## src/rtl/uart_wide.sv

```systemverilog
// uart_wide - parametrised full-duplex UART.
//   Frame: start, DATA_BITS data (LSB first), optional parity, STOP_BITS stop.
//   RX is 16x oversampled, sampling each bit at sub-tick 7 (mid-bit).
//   Optional feature macro: UART_WIDE_PARITY_EN compiles in the parity
//   generator/checker; without it PARITY is ignored and parity_error is 0.
// Ports:
//   clk             system clock, rising edge
//   rst             asynchronous active-low reset
//   rx / tx         serial in (2-flop synchronised) / serial out, idle high
//   transmit        start request, accepted only while idle
//   tx_data         word to send, latched on acceptance
//   received        1-cycle pulse, rx_data holds the new word
//   rx_data         last good word
//   is_receiving    RX frame in progress
//   is_transmitting TX frame in progress
//   recv_error      1-cycle pulse, a stop bit was sampled low
//   parity_error    1-cycle pulse, parity mismatch with good stop bits
module uart_wide #(
    parameter int DATA_BITS = 8,
    parameter int BAUD_DIV  = 16,
    parameter int STOP_BITS = 1,
    parameter int PARITY    = 0
) (
    input  logic                 clk,
    input  logic                 rst,
    input  logic                 rx,
    output logic                 tx,
    input  logic                 transmit,
    input  logic [DATA_BITS-1:0] tx_data,
    output logic                 received,
    output logic [DATA_BITS-1:0] rx_data,
    output logic                 is_receiving,
    output logic                 is_transmitting,
    output logic                 recv_error,
    output logic                 parity_error
);
    localparam int DW = (BAUD_DIV > 1) ? $clog2(BAUD_DIV) : 1;
    localparam logic [DW-1:0] DIV_LAST  = DW'(BAUD_DIV - 1);
    localparam logic [6:0]    DATA_LAST = 7'(DATA_BITS - 1);
    localparam logic [6:0]    STOP_LAST = 7'(STOP_BITS - 1);
`ifdef UART_WIDE_PARITY_EN
    localparam bit PAR_ON  = (PARITY != 0);
    localparam bit PAR_ODD = (PARITY == 2);
`else
    localparam bit PAR_ON  = 1'b0;
`endif

    typedef enum logic [2:0] {S_IDLE, S_START, S_DATA, S_PARITY, S_STOP} state_t;

    // ------------------------------------------------------------------
    // Shared free-running oversample tick and rx synchroniser
    // ------------------------------------------------------------------
    logic [DW-1:0] div_q, div_d;
    logic          tick;
    logic          rx_s1_q, rx_s2_q, rx_prev_q;

    always_comb begin
        tick  = (div_q == DIV_LAST);
        div_d = tick ? '0 : div_q + 1'b1;
    end

    always_ff @(posedge clk or negedge rst) begin
        if (!rst) begin
            div_q     <= '0;
            rx_s1_q   <= 1'b1;
            rx_s2_q   <= 1'b1;
            rx_prev_q <= 1'b1;
        end else begin
            div_q     <= div_d;
            rx_s1_q   <= rx;
            rx_s2_q   <= rx_s1_q;
            rx_prev_q <= rx_s2_q;
        end
    end

    // ------------------------------------------------------------------
    // Transmitter. It restarts its own prescaler on acceptance so that
    // every bit lasts exactly 16*BAUD_DIV cycles regardless of the phase
    // of the shared tick.
    // ------------------------------------------------------------------
    state_t               tx_state_q, tx_state_d;
    logic [DW-1:0]        tx_div_q, tx_div_d;
    logic [3:0]           tx_sub_q, tx_sub_d;
    logic [6:0]           tx_idx_q, tx_idx_d;
    logic [DATA_BITS-1:0] tx_shift_q, tx_shift_d;
    logic                 tx_par_q, tx_par_d;
    logic                 tx_q, tx_d;
    logic                 tx_tick, tx_bit_end;

    always_comb begin
        tx_state_d = tx_state_q;
        tx_div_d   = tx_div_q;
        tx_sub_d   = tx_sub_q;
        tx_idx_d   = tx_idx_q;
        tx_shift_d = tx_shift_q;
        tx_par_d   = tx_par_q;
        tx_d       = tx_q;
        tx_tick    = (tx_div_q == DIV_LAST);
        tx_bit_end = tx_tick && (tx_sub_q == 4'd15);
        if (tx_state_q == S_IDLE) begin
            tx_d = 1'b1;
            if (transmit) begin
                tx_state_d = S_START;
                tx_d       = 1'b0;
                tx_div_d   = '0;
                tx_sub_d   = '0;
                tx_idx_d   = '0;
                tx_shift_d = tx_data;
`ifdef UART_WIDE_PARITY_EN
                tx_par_d   = PAR_ODD ^ (^tx_data);
`else
                tx_par_d   = 1'b0;
`endif
            end
        end else begin
            tx_div_d = tx_tick ? '0 : tx_div_q + 1'b1;
            if (tx_tick) tx_sub_d = tx_sub_q + 4'd1;
            if (tx_bit_end) begin
                case (tx_state_q)
                    S_START: begin
                        tx_state_d = S_DATA;
                        tx_d       = tx_shift_q[0];
                    end
                    S_DATA: begin
                        if (tx_idx_q == DATA_LAST) begin
                            tx_idx_d = '0;
                            if (PAR_ON) begin
                                tx_state_d = S_PARITY;
                                tx_d       = tx_par_q;
                            end else begin
                                tx_state_d = S_STOP;
                                tx_d       = 1'b1;
                            end
                        end else begin
                            // shift out LSB first; next bit is shift[1]
                            tx_idx_d   = tx_idx_q + 7'd1;
                            tx_shift_d = tx_shift_q >> 1;
                            tx_d       = tx_shift_q[1];
                        end
                    end
                    S_PARITY: begin
                        tx_state_d = S_STOP;
                        tx_d       = 1'b1;
                    end
                    S_STOP: begin
                        if (tx_idx_q == STOP_LAST) tx_state_d = S_IDLE;
                        else                       tx_idx_d   = tx_idx_q + 7'd1;
                        tx_d = 1'b1;
                    end
                    default: tx_state_d = S_IDLE;
                endcase
            end
        end
    end

    always_ff @(posedge clk or negedge rst) begin
        if (!rst) begin
            tx_state_q <= S_IDLE;
            tx_div_q   <= '0;
            tx_sub_q   <= '0;
            tx_idx_q   <= '0;
            tx_shift_q <= '0;
            tx_par_q   <= 1'b0;
            tx_q       <= 1'b1;
        end else begin
            tx_state_q <= tx_state_d;
            tx_div_q   <= tx_div_d;
            tx_sub_q   <= tx_sub_d;
            tx_idx_q   <= tx_idx_d;
            tx_shift_q <= tx_shift_d;
            tx_par_q   <= tx_par_d;
            tx_q       <= tx_d;
        end
    end

    // ------------------------------------------------------------------
    // Receiver. START waits 8 ticks to reach mid-bit; every later bit is
    // sampled 16 ticks after the previous sample (sub-tick wraps 15->0).
    // A new frame needs a falling edge, so after a framing error the line
    // must return high before the receiver re-arms.
    // ------------------------------------------------------------------
    state_t               rx_state_q, rx_state_d;
    logic [3:0]           rx_sub_q, rx_sub_d;
    logic [6:0]           rx_idx_q, rx_idx_d;
    logic [DATA_BITS-1:0] rx_shift_q, rx_shift_d;
    logic [DATA_BITS-1:0] rx_data_q, rx_data_d;
    logic                 par_bad_q, par_bad_d;
    logic                 received_q, received_d;
    logic                 recv_error_q, recv_error_d;
    logic                 parity_error_q, parity_error_d;
    logic                 rx_sample;

    always_comb begin
        rx_state_d     = rx_state_q;
        rx_sub_d       = rx_sub_q;
        rx_idx_d       = rx_idx_q;
        rx_shift_d     = rx_shift_q;
        rx_data_d      = rx_data_q;
        par_bad_d      = par_bad_q;
        received_d     = 1'b0;
        recv_error_d   = 1'b0;
        parity_error_d = 1'b0;
        rx_sample      = tick && ((rx_state_q == S_START) ? (rx_sub_q == 4'd7)
                                                          : (rx_sub_q == 4'd15));
        if (rx_state_q != S_IDLE && tick) rx_sub_d = rx_sub_q + 4'd1;
        case (rx_state_q)
            S_IDLE: begin
                if (rx_prev_q && !rx_s2_q) begin
                    rx_state_d = S_START;
                    rx_sub_d   = '0;
                    rx_idx_d   = '0;
                    par_bad_d  = 1'b0;
                end
            end
            S_START: begin
                if (rx_sample) begin
                    // line back high at mid start bit: glitch, drop silently
                    if (rx_s2_q) rx_state_d = S_IDLE;
                    else begin
                        rx_state_d = S_DATA;
                        rx_sub_d   = '0;
                    end
                end
            end
            S_DATA: begin
                if (rx_sample) begin
                    rx_shift_d = {rx_s2_q, rx_shift_q[DATA_BITS-1:1]};
                    if (rx_idx_q == DATA_LAST) begin
                        rx_idx_d = '0;
                        if (PAR_ON) rx_state_d = S_PARITY;
                        else        rx_state_d = S_STOP;
                    end else begin
                        rx_idx_d = rx_idx_q + 7'd1;
                    end
                end
            end
            S_PARITY: begin
                if (rx_sample) begin
`ifdef UART_WIDE_PARITY_EN
                    par_bad_d = rx_s2_q ^ PAR_ODD ^ (^rx_shift_q);
`endif
                    rx_state_d = S_STOP;
                end
            end
            S_STOP: begin
                if (rx_sample) begin
                    if (!rx_s2_q) begin
                        recv_error_d = 1'b1;
                        rx_state_d   = S_IDLE;
                    end else if (rx_idx_q == STOP_LAST) begin
                        rx_state_d = S_IDLE;
                        if (par_bad_q) parity_error_d = 1'b1;
                        else begin
                            received_d = 1'b1;
                            rx_data_d  = rx_shift_q;
                        end
                    end else begin
                        rx_idx_d = rx_idx_q + 7'd1;
                    end
                end
            end
            default: rx_state_d = S_IDLE;
        endcase
    end

    always_ff @(posedge clk or negedge rst) begin
        if (!rst) begin
            rx_state_q     <= S_IDLE;
            rx_sub_q       <= '0;
            rx_idx_q       <= '0;
            rx_shift_q     <= '0;
            rx_data_q      <= '0;
            par_bad_q      <= 1'b0;
            received_q     <= 1'b0;
            recv_error_q   <= 1'b0;
            parity_error_q <= 1'b0;
        end else begin
            rx_state_q     <= rx_state_d;
            rx_sub_q       <= rx_sub_d;
            rx_idx_q       <= rx_idx_d;
            rx_shift_q     <= rx_shift_d;
            rx_data_q      <= rx_data_d;
            par_bad_q      <= par_bad_d;
            received_q     <= received_d;
            recv_error_q   <= recv_error_d;
            parity_error_q <= parity_error_d;
        end
    end

    assign tx              = tx_q;
    assign is_transmitting = (tx_state_q != S_IDLE);
    assign is_receiving    = (rx_state_q != S_IDLE);
    assign received        = received_q;
    assign rx_data         = rx_data_q;
    assign recv_error      = recv_error_q;
`ifdef UART_WIDE_PARITY_EN
    assign parity_error    = parity_error_q;
`else
    assign parity_error    = 1'b0;
`endif

endmodule

```

## config.mk

```make
export PLATFORM = sky130hd
export DESIGN_NAME = uart_wide
export DESIGN_NICKNAME = d
export VERILOG_FILES = /design/src/rtl/uart_wide.sv
export SDC_FILE = /design/constraint.sdc
export NUM_CORES = 1
export LEC_CHECK = 0
export BUFFER_PORTS_ARGS = -buffer_cell sky130_fd_sc_hd__clkbuf_2
export CELL_PAD_IN_SITES_DETAIL_PLACEMENT = 1
export CELL_PAD_IN_SITES_GLOBAL_PLACEMENT = 2
export CORE_MARGIN = 2
export CORE_UTILIZATION = 39
export DETAILED_ROUTE_END_ITERATION = 6
export PLACE_DENSITY_LB_ADDON = 0.3
export SYNTH_ARGS = -nofsm -noshare
export SYNTH_HDL_FRONTEND = slang
export SYNTH_SLANG_ARGS = --single-unit
```

## constraint.sdc

```tcl
create_clock -name clk -period 2.15 [get_ports clk]
set_input_delay 0.1075 -clock clk [delete_from_list [all_inputs] [get_ports clk]]
set_output_delay 0.1075 -clock clk [all_outputs]
set_load 0.005 [all_outputs]
```

Word level (Yosys, flattened, before mapping)
Cells that the tools add are included.
{ "word_totals": {"wordCells": 137, "output_inout_bits": 14, "regBits": 66} }
{ "op_classes": {"n_eq_ne": 29, "mux": 58, "n_reduce_logical": 27, "addsub": 6} }
{ "ops": {"columns": ["op", "n"], "rows": [
  ["$mux W7", 11],
  ["$mux W4", 10],
  ["$mux W8", 5],
  ["$mux W3", 13],
  ["$pmux W7 S3", 1],
  ["$ne A2 B2 Y1 const B", 10],
  ["$add A4 B1 Y4 const B", 4],
  ["$eq A4 B4 Y1 const B", 4],
  ["$reduce_and A4 Y1", 4],
  ["$pmux W3 S5", 1],
  ["$add A7 B1 Y7 const B", 2],
  ["$eq A7 B3 Y1 const B", 2],
  ["$logic_not A7 Y1", 2],
  ["$pmux W7 S2", 1],
  ["$eq A3 B2 Y1 const B", 4],
  ["$mux W1", 12],
  ["$ne A3 B3 Y1 const B", 4],
  ["$pmux W3 S4", 1],
  ["$reduce_bool A3 Y1", 4],
  ["$pmux W4 S2", 1],
  ["$reduce_and A7 Y1", 1],
  ["$eq A3 B1 Y1 const B", 2],
  ["$eq A3 B3 Y1 const B", 2],
  ["$logic_not A3 Y1", 2],
  ["10 further kinds", 17]
]} }

Logic depth before layout (Yosys ltp)
{ "logic_depth": {"ltp_word": 6, "ltp_mapped": 8, "ltp_nobuf": 7} }

Least setup slack after synthesis
No wires, ideal clock.
{ "synth_path": {"path_type": "register -> register", "from": "register div_q[0]", "to": "register rx_data_q[0], in the netlist rx_data[0]", "synth_period_minus_slack_ns": 1.918, "setup_slack_ns": 0.232, "path_stages_with_launch": 7, "t_arrival_ns": 1.793, "path_cell_list": "dfrtp_1 -> ha_1 -> and3_1 -> and3_2 -> nand2b_4 -> nor3_4 -> mux2_2"} }
{ "synth_via": {"elab_chain_cells": 3} }
{ "synth_rtl": {"columns": ["item", "line_no", "text"], "rows": [
  ["start: declaration", "53", "logic [DW-1:0] div_q, div_d;"],
  ["start signal: assignment", "69", "div_q <= div_d;"],
  ["$eq A4 B4 Y1", "58", "tick = (div_q == DIV_LAST);"],
  ["$logic_and A1 B1 Y1", "203", "rx_sample = tick && ((rx_state_q == S_START) ? (rx_sub_q == 4'd7)"],
  ["$reduce_and A4 Y1 (no line)", null, null],
  ["end signal: assignment", "282", "rx_data_q <= rx_data_d;"],
  ["end: declaration", "186", "logic [DATA_BITS-1:0] rx_data_q, rx_data_d;"]
]} }
No other way between the ends.
A chain may end at the register's enable or synchronous reset.

Worst setup path after layout
{ "layout_path": {"from": "register div_q[0]", "to": "register rx_data_q[4], in the netlist rx_data[4]"} }
Same word-level chain as after synthesis.

==> impl_metrics.csv <==
group,metric,value,unit
status,run_status,"complete, no violations",
synth,syn-cell-area,0.00329,mm^2
power,finalPower,3240,uW
synth,synth-edff-count,0,
synth,ys_warn_count,0,
worst_setup_path,worst_ep_required_time,2.38,ns
synth,synth-simple-area-share,18.4,%
synth,ys.flop_type,"dfrtp_1",
layout,n_antenna_cell,0,
worst_setup_path,path_max_fanout,9,
power,power_density,816,mW/mm^2
grt,grt_max_degree,50,
synth,synth_compound_area_share,16.6,%
die,initial_core_util,40.1,%
grt,grt_pass1_vias,2587,
die,fp-row-count,33,
worst_hold_path,min_path_type,"in -> reg",
synth,avgSynthCellArea,10.3,um^2
worst_hold_path,hold_end,"tx_shift_q[1]",
power,ir_drop,0.424,mV
timing,drv_slew,0,
synth,synthesis.nets,341,
worst_setup_path,crit_path_start_kind,"flop",
layout,finalNonFillerCells,480,
power,p_clk_share,32.8,%
synth,post_synth_xor_area_fraction,1.33,%
routing,ant_nets,0,
die,die-area,0.00919,mm^2
grt,grt_antenna_before_repair,0,
synth,ys_async_sr_fraction,100,%
die,die_h,95.9,um
timing,fmax,491,MHz
timing,rsz0062_at_grt,"no",
routing,drt_iter0_drc,25,
place,postPlaceCellArea,0.00362,mm^2
layout,n_fill_cell,915,
clock_network,cts_buffers,9,
layout,drive_gt1_share,25.3,%
power,p_sw,977,uW
grt,grt_pass1_wl,12600,um
grt,overflow,0,
timing,period_needed,2.03,ns
place,hpwl,5110,um
grt,track_usage,17.6,%
routing,routed_via_density,5.40,
worst_setup_path,reg2reg_depth,7,
routing,wl,7430,um
worst_hold_path,hold_path_depth,3,
clock_network,clk_pin_slew,0.08,ns
routing,drc,0,
worst_setup_path,r2r_end,"rx_data[4]",
job,drv_cap,0,
power,power_frac_seq,49.4,%
worst_setup_path,critPathCaptureType,"flop",
clock_network,cts-root-buf,"clkbuf_8",
place,globalplace.congestion,0.795,
routing,firstDrtPassIters,4,
synth,synth_cell_type_count,54,
layout,nNetsFinal,390,
routing,wire_per_inst,15.5,um
die,placeableCoreArea,0.00822,mm^2
power,power.share.switching,30.2,%
worst_setup_path,ff2ff_setup_slack,0.12,ns
clock_network,cts_htree_levels,3,
worst_setup_path,path_class,"reg -> reg",
timing,setup_viol,0,
power,p_comb_share,17.8,%
layout,final_core_util,48.3,%
synth,ys_ff_latch,66,
synth,synth_top_family_by_area,"simple AND/OR/NAND/NOR gates",
synth,synth_cells,321,
timing,hold_viol,0,
worst_setup_path,reg2reg_from,"div_q[0]",
clock_network,cts_tree,"built",
die,die_x,95.9,um
place,dp_cells,454,
timing,finClkSkew,0.0102,ns
worst_setup_path,cp_data_arrival_time,2.26,ns
worst_hold_path,min_from,"tx_data[1]",
clock_network,cts_num_sinks,66,
synth,seq_area_frac_synth,50.3,%
layout,area_growth,20.6,%
timing,post-route-period-util,94.6,%
timing,fin_hold_ws,0.0324,ns
synth,synth.mux.area_fraction,6.77,%
place,io_buffer_count,24,
synth,post_synth_fa_ha_maj_area_fraction,3.04,%
routing,vias,2590,
power,p_int,2260,uW
clock_network,insertion_delay,0.34,ns
power,p_leak,0.00181,uW
layout,final_area,0.00397,mm^2
clock_network,clockBufferDepth,2,
die,io_pins,26,
through the flow:
step	setup TNS, ns	setup slack (ns)
final	0	0.115
after global routing	0	0.0163
after CTS	0	0.0488
after detailed placement	-0.115	-0.0261
after global placement	0	0.0789
after floorplan	0	0.232
power groups by stage:
stage | registers, uW | logic [uW] | clock network (uW)
after floorplan | 1570 | 402 | 0
after global placement | 1610 | 545 | 0
after detailed placement | 1620 | 572 | 0
after CTS | 1600 | 586 | 1100
after global routing | 1630 | 660 | 1150
final | 1600 | 578 | 1060
how the worst max path moves through the flow:
stage                                to  startpoint  cells past startpoint
after detailed placement     rx_data[4]    div_q[0]                      6
after CTS                 rx_shift_q[5]    div_q[0]                      5
after floorplan              rx_data[0]    div_q[0]                      6
after global placement       rx_data[4]    div_q[0]                      6
final                        rx_data[4]    div_q[0]                      7
after global routing         rx_data[1]    div_q[0]                      7
cells in the mapped netlist, drive strengths merged, types with 3 or more instances:
cell	n	area, um^2
and3	10	63.8
clkbuf	5	18.8
nor2	25	93.8
dfstp	4	105
a22o	4	35.0
nand2	32	120
nand3b	3	22.5
ha	8	100
o21ai	22	110
nor3b	3	33.8
mux2	18	203
a31oi	10	62.6
xor2	4	35.0
inv	14	52.6
nand2b	10	70.1
o31ai	10	75.1
buf	7	41.3
o2bb2ai	4	35.0
dfrtp	62	1550
nand3	11	55.1
a21o	4	31.3
nor3	6	41.3
a21oi	11	58.8
nor2b	5	31.3
critical path: stages (launching register included):
cell and delay (ns):
dfrtp_1 0.41, ha_1 0.24, and3_1 0.24, and3_4 0.26, nand2b_4 0.09, nor3_4 0.20
buf_12 0.15, mux2_2 0.33
kinds of logic after synthesis:
| logic type | count (synthesis) |
|---|---|
| AND/OR/NAND/NOR | 115 |
| AO/OA/AOI/OAI | 80 |
| flip-flops | 66 |
| buffers and inverters | 26 |
| multiplexers | 20 |
| adder cells (fa/ha/maj) | 8 |
| XOR/XNOR | 5 |
| other | 1 |
registers in the layout (all words and copies together) (netlist names):
name	count
rx_data	8
rx_shift_q	8
tx_shift_q	8
rx_idx_q	7
tx_idx_q	7
div_q	4
rx_sub_q	4
tx_div_q	4
tx_sub_q	4
rx_state_q	3
tx_state_q	3
received	1
recv_error	1
rx_prev_q	1
rx_s1_q	1
rx_s2_q	1
tx	1
per-layer routing:
layer,vias up,GRT usage [%],wire (um)
li1,1258,-,-
met1,1298,23.6,3530
met2,28,28.6,3640
met3,6,3.92,192
met4,0,5.36,74
met5,-,0,0
cells in the final DEF (no fill, tap or decap), drive strengths merged, types with 5 or more instances in the layout:
master	instances
a21oi	11
a31oi	10
and3	10
buf	18
clkbuf	32
dfrtp	62
dlygate4sd3	9
ha	8
inv	15
mux2	18
nand2	32
nand2b	10
nand3	11
nor2	25
nor2b	5
nor3	6
o21ai	22
o31ai	10
timing repair:
action	4_1_cts	5_1_grt
hold endpoints to repair	25	0
buffers inserted	1	0
setup endpoints to repair	8	18
resized for setup	0	7
hold buffers	9	0
pin swaps	1	0
cell type report:
type                    instances  area, um^2  area share [%]
clock buffers                   9         124            3.12
flip-flops and latches         66        1660            41.8
repair buffers                 50         363            9.14
inverters                      14        52.6            1.32
well taps                     105         131            3.31
multi-input cells             229        1560            39.3
clock inverters                 7        77.6            1.95
Power figures use the tool's default switching activity.
